<file path="src/rtl/hazard_window_pkg.sv">
// Shared types for the hazard window: IF/ID control encodings and the
// pending-write slot record.
package hazard_window_pkg;

  // Slot fields are sized for the widest supported configuration. Narrower
  // instances zero-extend into them, so compares stay exact.
  localparam int REG_W_MAX = 8;
  localparam int LAT_W_MAX = 8;

  // IF/ID pipeline register control.
  typedef enum logic [1:0] {
    IF_PASS  = 2'b00,
    IF_HOLD  = 2'b01,
    IF_FLUSH = 2'b10
  } if_ctrl_e;

  // One in-flight producer: destination register and its forwarding latency.
  typedef struct packed {
    logic                 valid;
    logic [REG_W_MAX-1:0] rd;
    logic [LAT_W_MAX-1:0] lat;
  } slot_t;

endpackage

</file>
<file path="src/rtl/hazard_match.sv">
// Compares one ID source register against every window slot. A slot is a
// hazard while its producer still needs more cycles than it has already aged.
module hazard_match
  import hazard_window_pkg::*;
#(
  parameter int REG_W   = 5,
  parameter int MAX_LAT = 3
) (
  input  logic [REG_W-1:0] src,
  input  slot_t            slots [MAX_LAT],
  output logic             hit
);

  logic [REG_W_MAX-1:0] src_ext;
  logic [MAX_LAT-1:0]   slot_hit;

  assign src_ext = REG_W_MAX'(src);

  // Slot gi was issued gi+1 cycles ago; it blocks while lat exceeds that age.
  // Register 0 is hard-wired, so it can never carry a dependency.
  generate
    for (genvar gi = 0; gi < MAX_LAT; gi++) begin : g_slot
      assign slot_hit[gi] = slots[gi].valid
                          && (slots[gi].rd == src_ext)
                          && (src_ext != '0)
                          && (int'(slots[gi].lat) > gi + 1);
    end
  endgenerate

  assign hit = |slot_hit;

endmodule

</file>
<file path="src/rtl/hazard_window.sv">
// Pipeline hazard unit: tracks recently issued register writers in a shift
// window, stalls ID consumers until results are forwardable, and applies
// branch-flush priority over stalls. Also counts data-stall cycles.
module hazard_window
  import hazard_window_pkg::*;
#(
  parameter int REG_W   = 5,
  parameter int MAX_LAT = 3,
  parameter int KILL_N  = 1,
  parameter int LAT_W   = $clog2(MAX_LAT + 1)
) (
  input  logic             clk,
  input  logic             rst_n,
  input  logic             id_valid,
  input  logic [REG_W-1:0] id_rs,
  input  logic [REG_W-1:0] id_rt,
  input  logic             id_read_rs,
  input  logic             id_read_rt,
  input  logic             id_wen,
  input  logic [REG_W-1:0] id_rd,
  input  logic [LAT_W-1:0] id_lat,
  input  logic             br_flush,
  input  logic             perf_clr,
  output logic             pc_stall,
  output logic [1:0]       if_ctrl,
  output logic             id_bubble,
  output logic             exe_flush,
  output logic             data_stall,
  output logic [15:0]      stall_cnt
);

  slot_t                window_reg  [MAX_LAT];
  slot_t                window_next [MAX_LAT];
  logic                 hit_rs;
  logic                 hit_rt;
  logic                 issue;
  logic [LAT_W_MAX-1:0] lat_clamped;
  logic [15:0]          stall_cnt_reg;

  // Latencies beyond the window depth behave the same as the full depth.
  assign lat_clamped = (int'(id_lat) > MAX_LAT) ? LAT_W_MAX'(MAX_LAT)
                                                : LAT_W_MAX'(id_lat);

  // An instruction leaves ID only when it is neither stalled nor squashed.
  assign issue = id_valid & ~data_stall & ~br_flush;

  // Next window: slot0 takes the issuing writer (or a bubble), older slots
  // shift; on a flush the youngest KILL_N producers are dropped in transit.
  generate
    for (genvar gi = 0; gi < MAX_LAT; gi++) begin : g_slot
      if (gi == 0) begin : g_head
        assign window_next[gi] = {issue & id_wen & (id_rd != '0),
                                  REG_W_MAX'(id_rd),
                                  lat_clamped};
      end else begin : g_tail
        localparam bit KILLABLE = ((gi - 1) < KILL_N);
        assign window_next[gi] = {window_reg[gi-1].valid & ~(br_flush & KILLABLE),
                                  window_reg[gi-1].rd,
                                  window_reg[gi-1].lat};
      end
    end
  endgenerate

  // Window register; reset clears every slot so no stale producer survives.
  always_ff @(posedge clk or negedge rst_n) begin
    if (!rst_n) begin
      for (int k = 0; k < MAX_LAT; k++) window_reg[k] <= '0;
    end else begin
      window_reg <= window_next;
    end
  end

  hazard_match #(
    .REG_W   (REG_W),
    .MAX_LAT (MAX_LAT)
  ) u_match_rs (
    .src   (id_rs),
    .slots (window_reg),
    .hit   (hit_rs)
  );

  hazard_match #(
    .REG_W   (REG_W),
    .MAX_LAT (MAX_LAT)
  ) u_match_rt (
    .src   (id_rt),
    .slots (window_reg),
    .hit   (hit_rt)
  );

  assign data_stall = id_valid & ((id_read_rs & hit_rs) | (id_read_rt & hit_rt));

  // Pipeline control: a taken branch squashes regardless of any data hazard.
  always_comb begin
    pc_stall  = 1'b0;
    if_ctrl   = IF_PASS;
    id_bubble = 1'b0;
    exe_flush = 1'b0;
    if (br_flush) begin
      if_ctrl   = IF_FLUSH;
      id_bubble = 1'b1;
      exe_flush = 1'b1;
    end else if (data_stall) begin
      pc_stall  = 1'b1;
      if_ctrl   = IF_HOLD;
      id_bubble = 1'b1;
    end
  end

  // Saturating count of real stall cycles; a flush cycle is not a stall.
  always_ff @(posedge clk or negedge rst_n) begin
    if (!rst_n) begin
      stall_cnt_reg <= '0;
    end else if (perf_clr) begin
      stall_cnt_reg <= '0;
    end else if (data_stall && !br_flush && (stall_cnt_reg != 16'hFFFF)) begin
      stall_cnt_reg <= stall_cnt_reg + 16'd1;
    end
  end

  assign stall_cnt = stall_cnt_reg;

endmodule
</file>
<file path="config.mk">
export PLATFORM = sky130hd
export DESIGN_NAME = hazard_window
export DESIGN_NICKNAME = d
export VERILOG_FILES = /design/src/rtl/hazard_window_pkg.sv /design/src/rtl/hazard_match.sv /design/src/rtl/hazard_window.sv
export SDC_FILE = /design/constraint.sdc
export NUM_CORES = 1
export LEC_CHECK = 0
export ABC_AREA = 0
export CAP_MARGIN = 5
export CORE_MARGIN = 10
export CORE_UTILIZATION = 45
export CTS_CLUSTER_DIAMETER = 60
export DETAILED_ROUTE_END_ITERATION = 8
export PLACE_DENSITY = 0.75
export SLEW_MARGIN = 20
export SYNTH_ARGS = -nofsm -noshare
export SYNTH_HDL_FRONTEND = slang
export SYNTH_SLANG_ARGS = --single-unit
</file>
<file path="constraint.sdc">
create_clock -name clk -period 3.6 [get_ports clk]
set_input_delay 0.72 -clock clk [delete_from_list [all_inputs] [get_ports clk]]
set_output_delay 0.72 -clock clk [all_outputs]
set_load 0.1 [all_outputs]
</file>
# --- Yosys cells after proc, flatten, opt, wreduce, memory -nomap -nowiden ---
# Index checks and enable logic that the tools add are counted.
word_totals:
  register_bits: 40
  wordCells: 67
classes:
  add_sub_neg: 1
  muxes: 8
  n_eq_ne: 7
  reduce_logical: 27
  n_bitwise: 11
  magnitude_cmp: 3
op_table:
  columns: ["operator", "n"]
  rows:
  - ["2-to-1 mux 16 bit", 2]
  - ["== test 5 bit", 6]
  - ["logical AND 1 bit", 20]
  - ["adder 16 x 1 -> 16 bit, second input constant", 1]
  - ["inequality test 16 bit, second input constant", 1]
  - ["nonzero test 8 bit", 2]
  - ["AND 1 bit", 8]
  - ["OR reduction 3 bit", 2]
  - ["2-to-1 mux 1 bit", 5]
  - ["nonzero test 5 bit", 1]
  - ["> comparator 2 bit, second input constant", 2]
  - ["> comparator 2 x 1 -> 1 bit, second input constant", 1]
  - ["2-to-1 mux 2 bit", 1]
  - ["inverter 1 bit", 2]
  - ["nonzero test 2 bit", 1]
  - ["logical NOT 1 bit", 1]
  - ["bitwise OR 1 bit", 1]

# --- Depth between registers and ports, before layout ---
# Gate-level depths: netlist of run 1.
depth:
  ltp_word: 13
  ltp_mapped: 7
  mapped_depth_nobuf: 7

# --- By module ---
# Synthesis of run 1 repeated with hierarchy kept, for this count alone.
unflattened:
  cells_unflattened: 203
  area_unflattened_um2: 2203.4
by_module_without_submodules:
  columns: ["module", "cells_each", "seq_area_each_um2", "instances", "area_per_inst_um2"]
  rows:
  - ["hazard_window", 137, 1001.0, 1, 1640.3]
  - ["hazard_match", 33, 0.0, 2, 281.5]

# --- Least setup slack after synthesis of run 1 ---
# OpenSTA, ideal clock, no wires.
synth_timing:
  path_kind: "input to output"
  startpoint: "input port id_rt[4]"
  endpoint: "output port id_bubble"
  slack_ps: -641
  t_arrival_ps: 3521
  path_buffers: 1
  path_stages: 6
  required_ps: 2880
  path_cell_list: "or3_1 a211oi_1 a221oi_2 buf_6 nor2b_1 or2_2"
synth_between:
  elab_chain_cells: 10
  word_cells_on_any_way: 19
synth_rtl:
  columns: ["item", "line", "rtl"]
  rows:
  - ["start: declaration", "hazard_window.sv:16", "input logic [REG_W-1:0] id_rt,"]
  - ["== test 5 bit", "hazard_match.sv:24", "&& (slots[gi].rd == src_ext)"]
  - ["logical AND 1 bit", "hazard_match.sv:24", null]
  - ["logical AND 1 bit", "hazard_match.sv:25", "&& (src_ext != '0)"]
  - ["logical AND 1 bit", "hazard_match.sv:26", "&& (int'(slots[gi].lat) > gi + 1);"]
  - ["OR reduction 3 bit (*)", "hazard_match.sv:30", "assign hit = |slot_hit;"]
  - ["AND 1 bit (*)", "hazard_window.sv:91", "assign data_stall = id_valid & ((id_read_rs & hit_rs) | (id_read_rt & hit_rt));"]
  - ["bitwise OR 1 bit (*)", "hazard_window.sv:91", null]
  - ["AND 1 bit (*)", "hazard_window.sv:91", null]
  - ["net data_stall", "hazard_window.sv:28", "output logic data_stall,"]
  - ["2-to-1 mux 1 bit (*)", "hazard_window.sv:103", "end else if (data_stall) begin"]
  - ["2-to-1 mux 1 bit (*)", "hazard_window.sv:99", "if (br_flush) begin"]
  - ["end: declaration", "hazard_window.sv:26", "output logic id_bubble,"]
# The timed path passes the listed nets; every way through them passes the cells marked *.

# --- Final worst setup path of run 1 ---
layout_timing:
  startpoint: "input port id_rs[3]"
  endpoint: "output port id_bubble"
layout_between:
  elab_chain_cells: 10
  word_cells_on_any_way: 19
layout_rtl:
  columns: ["item", "line", "rtl"]
  rows:
  - ["start: declaration", "hazard_window.sv:15", "input logic [REG_W-1:0] id_rs,"]
  - ["== test 5 bit", "hazard_match.sv:24", null]
  - ["logical AND 1 bit", "hazard_match.sv:24", null]
  - ["logical AND 1 bit", "hazard_match.sv:25", null]
  - ["logical AND 1 bit", "hazard_match.sv:26", null]
  - ["OR reduction 3 bit (*)", "hazard_match.sv:30", null]
  - ["AND 1 bit (*)", "hazard_window.sv:91", null]
  - ["bitwise OR 1 bit (*)", "hazard_window.sv:91", null]
  - ["AND 1 bit (*)", "hazard_window.sv:91", null]
  - ["2-to-1 mux 1 bit (*)", "hazard_window.sv:103", null]
  - ["2-to-1 mux 1 bit (*)", "hazard_window.sv:99", null]
# Mark *: on every way between the ends. The rest lies on a longest branch, timed or not.

==> run metrics, run 1 <==
Seq/Total Area, Yosys 0.464; via count between 1.5k and 2k; DR DRC count 0; kind of critical path in -> out; synthesized cell area 0.00173 mm2; PortBufs 46; final instance area between 0.002 and 0.0025 mm2; Seq cells post-synth 32; Final Slew Violations 0; Antenna Violating Nets Remaining 0; Detailed Route Iter0 Violations 83; CTS tree done; PD cells between 300 and 400 mW/mm2; Layout area overhead 39.5%; MaxCap Viol Count 0; vias per cell 5.77; Yosys cell types 38; Worst EP arrival 2.79 ns; part of the cycle the worst path needs 0.975; placed instance area around 0.0023 mm2; routability cong. ~0.9; syn nets roughly 200; gr usage total 0.152; Clock Latency Late Sink between 0.2 and 0.3 ns; # nets final 246; share of layout cells above drive strength 1 0.154; total count of hold-check failures in the final report 0; vias in the first global route 1613; final cell utilization of the core 0.653; startpoint types input port; Top Usage Layer GRT met2; ANT cells 0; status finished, final reports clean; DR WL/cell 17.7 um; Worst-Margin Slew approximately 1 ns; static leakage around 0.91 nW; first-pass GRT wire length about 7.8 mm; Ports 47; post-layout power just over 0.8 mW; clock sinks 32; Worst-path clk slew 0.07 ns; GRT overflow 0; relative slew slack 0.330; H-tree depth 2; hold_ws between 0.3 and 0.4 ns; final-layout fill cell count just over 300; crit path cell chain clkdlybuf4s50_1, or4_1, o21a_1, a221oi_4, nor2b_2, or2_2, buf_12; achievable frequency 0.285 GHz; post-cts hold buffer count 0; Crit-path slowest cell or4_1; met1 global-route usage 0.157; worst path bufs/invs 2; Layout Skew between 0.004 and 0.005 ns; post-DP HPWL 3.49 mm; Primary FF master, synth dfrtp_1; # resized after CTS 0; area taken by multi-input logic gates 891 um2; pin count of the biggest net entering global routing 33; Die Span Y roughly 82 um; CTS buffer count 5; post-layout min period between 3 and 4 ns; Critical Path Max Stage Delay 0.52 ns; count of final setup violators 0; delay-heaviest family, CP simple AND/OR/NAND/NOR gates; First-pass DRT Iterations 4; die area approximately 0.0067 mm2; Critical Path RT about 2.9 ns; starting density of the core 0.468; M2 GR Usage 0.265; Setup crit end kind output pin; GRT met3 Usage 0.0644; Synth async-reset ratio 1.00; Hold Path Class reg -> reg; VDD IR max 244 uV; non-filler instance count after layout roughly 270; Avg Inst Size Synth 10.2 um2; Mapped Cells around 170; Post-synth EDFFs 0; most common cell after layout, fill and taps aside clkdlybuf4s50_1; root buffer cell clkbuf_8; Reg area between 800 and 900 um2; clk buf depth 2; Rows 22; Die Wd roughly 82 um; RSZ-0062 raised after global routing true; Post-CTS Setup Repair Bufs 0; Placed Instances about 260; largest fanout on the critical path 3; initial antenna violation count 0; commonest cells after routing, fill and taps aside clkdlybuf4s50_1 (40), dfrtp_1 (32), xnor2_1 (15); total wire length between 4 and 5 mm; Largest register FFs 16; yosys warns 0; core area 0.00369 mm2
[cells by family after synthesis]
| kind of cell | count (synthesis) | share of synthesized area |
|---|---|---|
| simple gates | 76 | 0.266 |
| flops | 32 | 0.464 |
| fa+ha+maj | 1 | 0.00725 |
| compound gates | 28 | 0.0957 |
| mux | 5 | 0.0435 |
| xor+xnor | 18 | 0.0914 |
| buf+inv | 9 | 0.0319 |
[worst register-to-register path, stage by stage, from the launching register on]
cell     delay (ns)
dfrtp_1        0.43
ha_1           0.24
and4_1         0.25
nor3b_2        0.19
nand3_1        0.31
nand2_1        0.24
or4b_1         0.57
a21oi_1        0.16
[cells in the mapped netlist (3+ instances only)]
cell | count | area, um2
a21oi_1 | 11 | 55.1
o21ai_0 | 11 | 55.1
buf_4 | 3 | 22.5
xnor2_1 | 15 | 131
or3_1 | 11 | 68.8
mux2_4 | 5 | 75.1
xor2_1 | 3 | 26.3
and3_1 | 5 | 31.3
nor2b_1 | 8 | 50.1
nor2_1 | 8 | 30.0
nand2_1 | 5 | 18.8
nor3_1 | 5 | 25.0
nand4_1 | 13 | 81.3
dfrtp_1 | 32 | 801
nand3_1 | 8 | 40.0
[path summary, 6_finish.rpt]
check | startpoint | end | slack (ns) | depth (start not counted)
max | id_rs[3] | id_bubble | 0.09 | 7
min | window_next[17]$_DFF_PN0_ | window_next[0]$_DFF_PN0_ | 0.35 | 0
max reg2reg | stall_cnt[0]$_DFFE_PN0P_ | stall_cnt[4]$_DFFE_PN0P_ | 1.13 | 7
min reg2reg | window_next[17]$_DFF_PN0_ | window_next[0]$_DFF_PN0_ | 0.35 | 0
max in group asynchronous | rst_n | window_next[9]$_DFF_PN0_ | 2.47 | 2
min in group asynchronous | rst_n | stall_cnt[15]$_DFFE_PN0P_ | 0.83 | 2
[stage by stage]
stage | setup TNS [ns] | worst slack, ns
4_1_cts | 0 | 0.0443
6_report | 0 | 0.0895
2_1_floorplan | -0.0454 | -0.0454
3_3_place_gp | 0 | 0.0918
3_5_place_dp | 0 | 0.0511
5_1_grt | -0.00402 | -0.00402
[cell type report]
| class | count | share of cell area |
|---|---|---|
| multi-input cells | 128 | 0.370 |
| flip-flops and latches | 32 | 0.333 |
| repair buffers | 53 | 0.228 |
| clock buffers | 6 | 0.0301 |
| well taps | 48 | 0.0249 |
| clock inverters | 2 | 0.0146 |
[power by group]
part	internal (mW)	leakage [nW]	switching (mW)	total, mW
clock	0.205	0.0552	0.130	0.336
combinational	0.0482	0.439	0.0504	0.0986
sequential	0.368	0.414	0.00791	0.376
[routing by layer]
layer	wire length, um	share of wire
met5	0	0
met4	121	0.025
met3	384	0.081
met2	2530	0.53
met1	1730	0.36
Note: power is estimated with default switching activity, not from simulation.
==> run 2, diff against run 1 <==
--- a/config.mk
+++ b/config.mk
@@ -11,7 +11,8 @@
 export CORE_UTILIZATION = 45
 export CTS_CLUSTER_DIAMETER = 60
 export DETAILED_ROUTE_END_ITERATION = 8
-export PLACE_DENSITY = 0.75
+export MAX_ROUTING_LAYER = met4
+export PLACE_DENSITY = 0.71
 export SLEW_MARGIN = 20
 export SYNTH_ARGS = -nofsm -noshare
 export SYNTH_HDL_FRONTEND = slang
==> run 2 against run 1 <==
Via count decreased by 2.4%. Count of clock-buffer cells in the layout unchanged. Worst hold slack improved by 0.0042 ns. First-iteration DRC count decreased by 30%. Core utilization increased by 0.10 points. Sequential power about the same. Maximum frequency about the same. Flip-flop and latch count unchanged. Sequential share of layout area decreased by 0.052 points. Non-clock buffer count unchanged. Register-to-register slack about the same. Final area increased by 0.16%.
==> run metrics, run 2 (synthesis results as in run 1) <==
kind of critical path in -> out; Setup crit end kind output pin; Layout Skew 0.00448 ns (+0.000161 ns); Worst EP arrival 2.79 ns (about the same); Worst-path clk slew 0.06 ns (about the same); Clk pwr share 0.410 (-0.004); DR WL/cell 16.5 um (-6.9%); final cell utilization of the core 0.654 (+0.00102); routability cong. 0.964 (+7.2%); Ports 47 (unchanged); gr usage total 0.150 (-0.00197); static leakage 0.918 nW (+1.1%); CTS buffer count 5 (unchanged); Int Pwr 0.621 mW (-0.13%); sw frac 0.229 (-0.00382); initial antenna violation count 0 (unchanged); largest fanout on the critical path 3 (unchanged); Largest register FFs 16 (unchanged); Final Slew Violations 0 (unchanged); relative slew slack 0.333 (+0.00318); ANT cells 0 (unchanged); Rows 22 (unchanged); status finished, final reports clean; VDD IR max 257 uV (+5.0%); PD cells 334 mW/mm2 (-0.78%); area taken by multi-input logic gates 892 um2 (+0.14%); Sw Pwr 0.185 mW (-2.3%); total wire length 4.44 mm (-6.9%); post-layout worst setup margin 0.0922 ns (+0.00267 ns); PortBufs 46 (unchanged); GRT overflow 0 (unchanged); Logic pwr share 0.122 (about the same); starting density of the core 0.468 (unchanged); part of the cycle the worst path needs 0.974 (about the same); die area 0.00671 mm2 (unchanged); core area 0.00369 mm2 (unchanged); post-layout min period 3.51 ns (-0.00267 ns); final-layout fill cell count 301 (-0.33%); CTS tree done; DR DRC count 0 (unchanged); H-tree depth 2 (unchanged); TNS Setup 0 ns (unchanged); Layout area overhead 39.7%; Clock Latency Late Sink 0.28 ns (about the same); Worst-Margin Slew 0.997 ns (-0.00476 ns); vias per cell 5.63 (-2.4%); share of layout cells above drive strength 1 0.154 (unchanged); vias in the first global route 1618 (+0.31%); first-pass GRT wire length 7.69 mm (-1.4%); via count 1514 (-2.4%); root buffer cell clkbuf_8; count of final setup violators 0 (unchanged); most common cell after layout, fill and taps aside clkdlybuf4s50_1; Detailed Route Iter0 Violations 58 (-30%); startpoint types input port; Hold Path Class reg -> reg; First-pass DRT Iterations 4 (unchanged); achievable frequency 0.285 GHz (about the same); commonest cells after routing, fill and taps aside clkdlybuf4s50_1 (39), dfrtp_1 (32), xnor2_1 (15); FF-to-FF setup slack 1.14 ns (about the same); Antenna Violating Nets Remaining 0 (unchanged); clk buf depth 2 (unchanged); register share of total power 0.467 (+0.003); pin count of the biggest net entering global routing 33 (unchanged); Critical Path RT 2.88 ns (about the same); Place WS 0.0264 ns (-0.0247 ns); MaxCap Viol Count 0 (unchanged); # nets final 246 (unchanged); Die Wd 81.9 um (unchanged); post-DP HPWL 3.40 mm (-2.4%); RSZ-0062 raised after global routing false; Die Span Y 81.9 um (unchanged); Reg area 801 um2 (unchanged); clock sinks 32 (unchanged); total count of hold-check failures in the final report 0 (unchanged)
## run 2: routing by layer
layer,up-vias,track usage,share of wire
li1,719,-,-
met1,743,0.160,0.38
met2,43,0.255,0.54
met3,9,0.0480,0.057
met4,0,0.0544,0.020
met5,-,-,0
## run 2: worst max-delay path: stages
cell and delay, ns:
clkdlybuf4s50_1 0.42, or4_1 0.50, o21a_1 0.23, a221oi_4 0.35
nor2b_2 0.08, or2_2 0.30, buf_12 0.17
## run 2: area by class of cell
type,instances,area share
Timing Repair Buffer,53,0.228
Multi-Input combinational cell,128,0.370
Clock inverter,2,0.0145
Clock buffer,6,0.0301
Tap cell,48,0.0249
Sequential cell,32,0.332
## run 2: path summary, 6_finish.rpt
kind	startpoint	end	cells after the start
max	id_rs[4]	id_bubble	7
min	window_next[17]$_DFF_PN0_	window_next[0]$_DFF_PN0_	0
max reg2reg	stall_cnt[0]$_DFFE_PN0P_	stall_cnt[4]$_DFFE_PN0P_	7
min reg2reg	window_next[17]$_DFF_PN0_	window_next[0]$_DFF_PN0_	0
max in group asynchronous	rst_n	stall_cnt[8]$_DFFE_PN0P_	2
min in group asynchronous	rst_n	stall_cnt[4]$_DFFE_PN0P_	2
## run 2: power groups by stage
stage / Combinational, mW / Clock [mW] / Sequential [mW]
6_report: 0.0986 / 0.331 / 0.376
5_1_grt: 0.106 / 0.361 / 0.377
4_1_cts: 0.0987 / 0.340 / 0.376
3_5_place_dp: 0.0980 / 0 / 0.383
3_3_place_gp: 0.0947 / 0 / 0.383
2_1_floorplan: 0.0452 / 0 / 0.381
## run 2: timing repair
action | 4_1_cts | 5_1_grt
setup endpoints to repair | 0 | 1
setup buffers | 0 | 1
hold buffers | 0 | 0
gates resized for setup | 0 | 3
## run 2: stage by stage
stage	total power [mW]	cells	area (um2)	hold slack (ns)
2_1_floorplan	0.426	169	1730	0.331
3_3_place_gp	0.477	260	2280	0.336
3_5_place_dp	0.481	260	2280	0.351
4_1_cts	0.814	268	2380	0.366
6_report	0.805	269	2410	0.359
5_1_grt	0.844	269	2410	0.375
==> run 3, diff against run 2 <==
--- a/config.mk
+++ b/config.mk
@@ -17,3 +17,4 @@
 export SYNTH_ARGS = -nofsm -noshare
 export SYNTH_HDL_FRONTEND = slang
 export SYNTH_SLANG_ARGS = --single-unit
+export TNS_END_PERCENT = 10
==> results of run 3 <==
No change in the layout: final DEF, timing and power equal those of run 2.
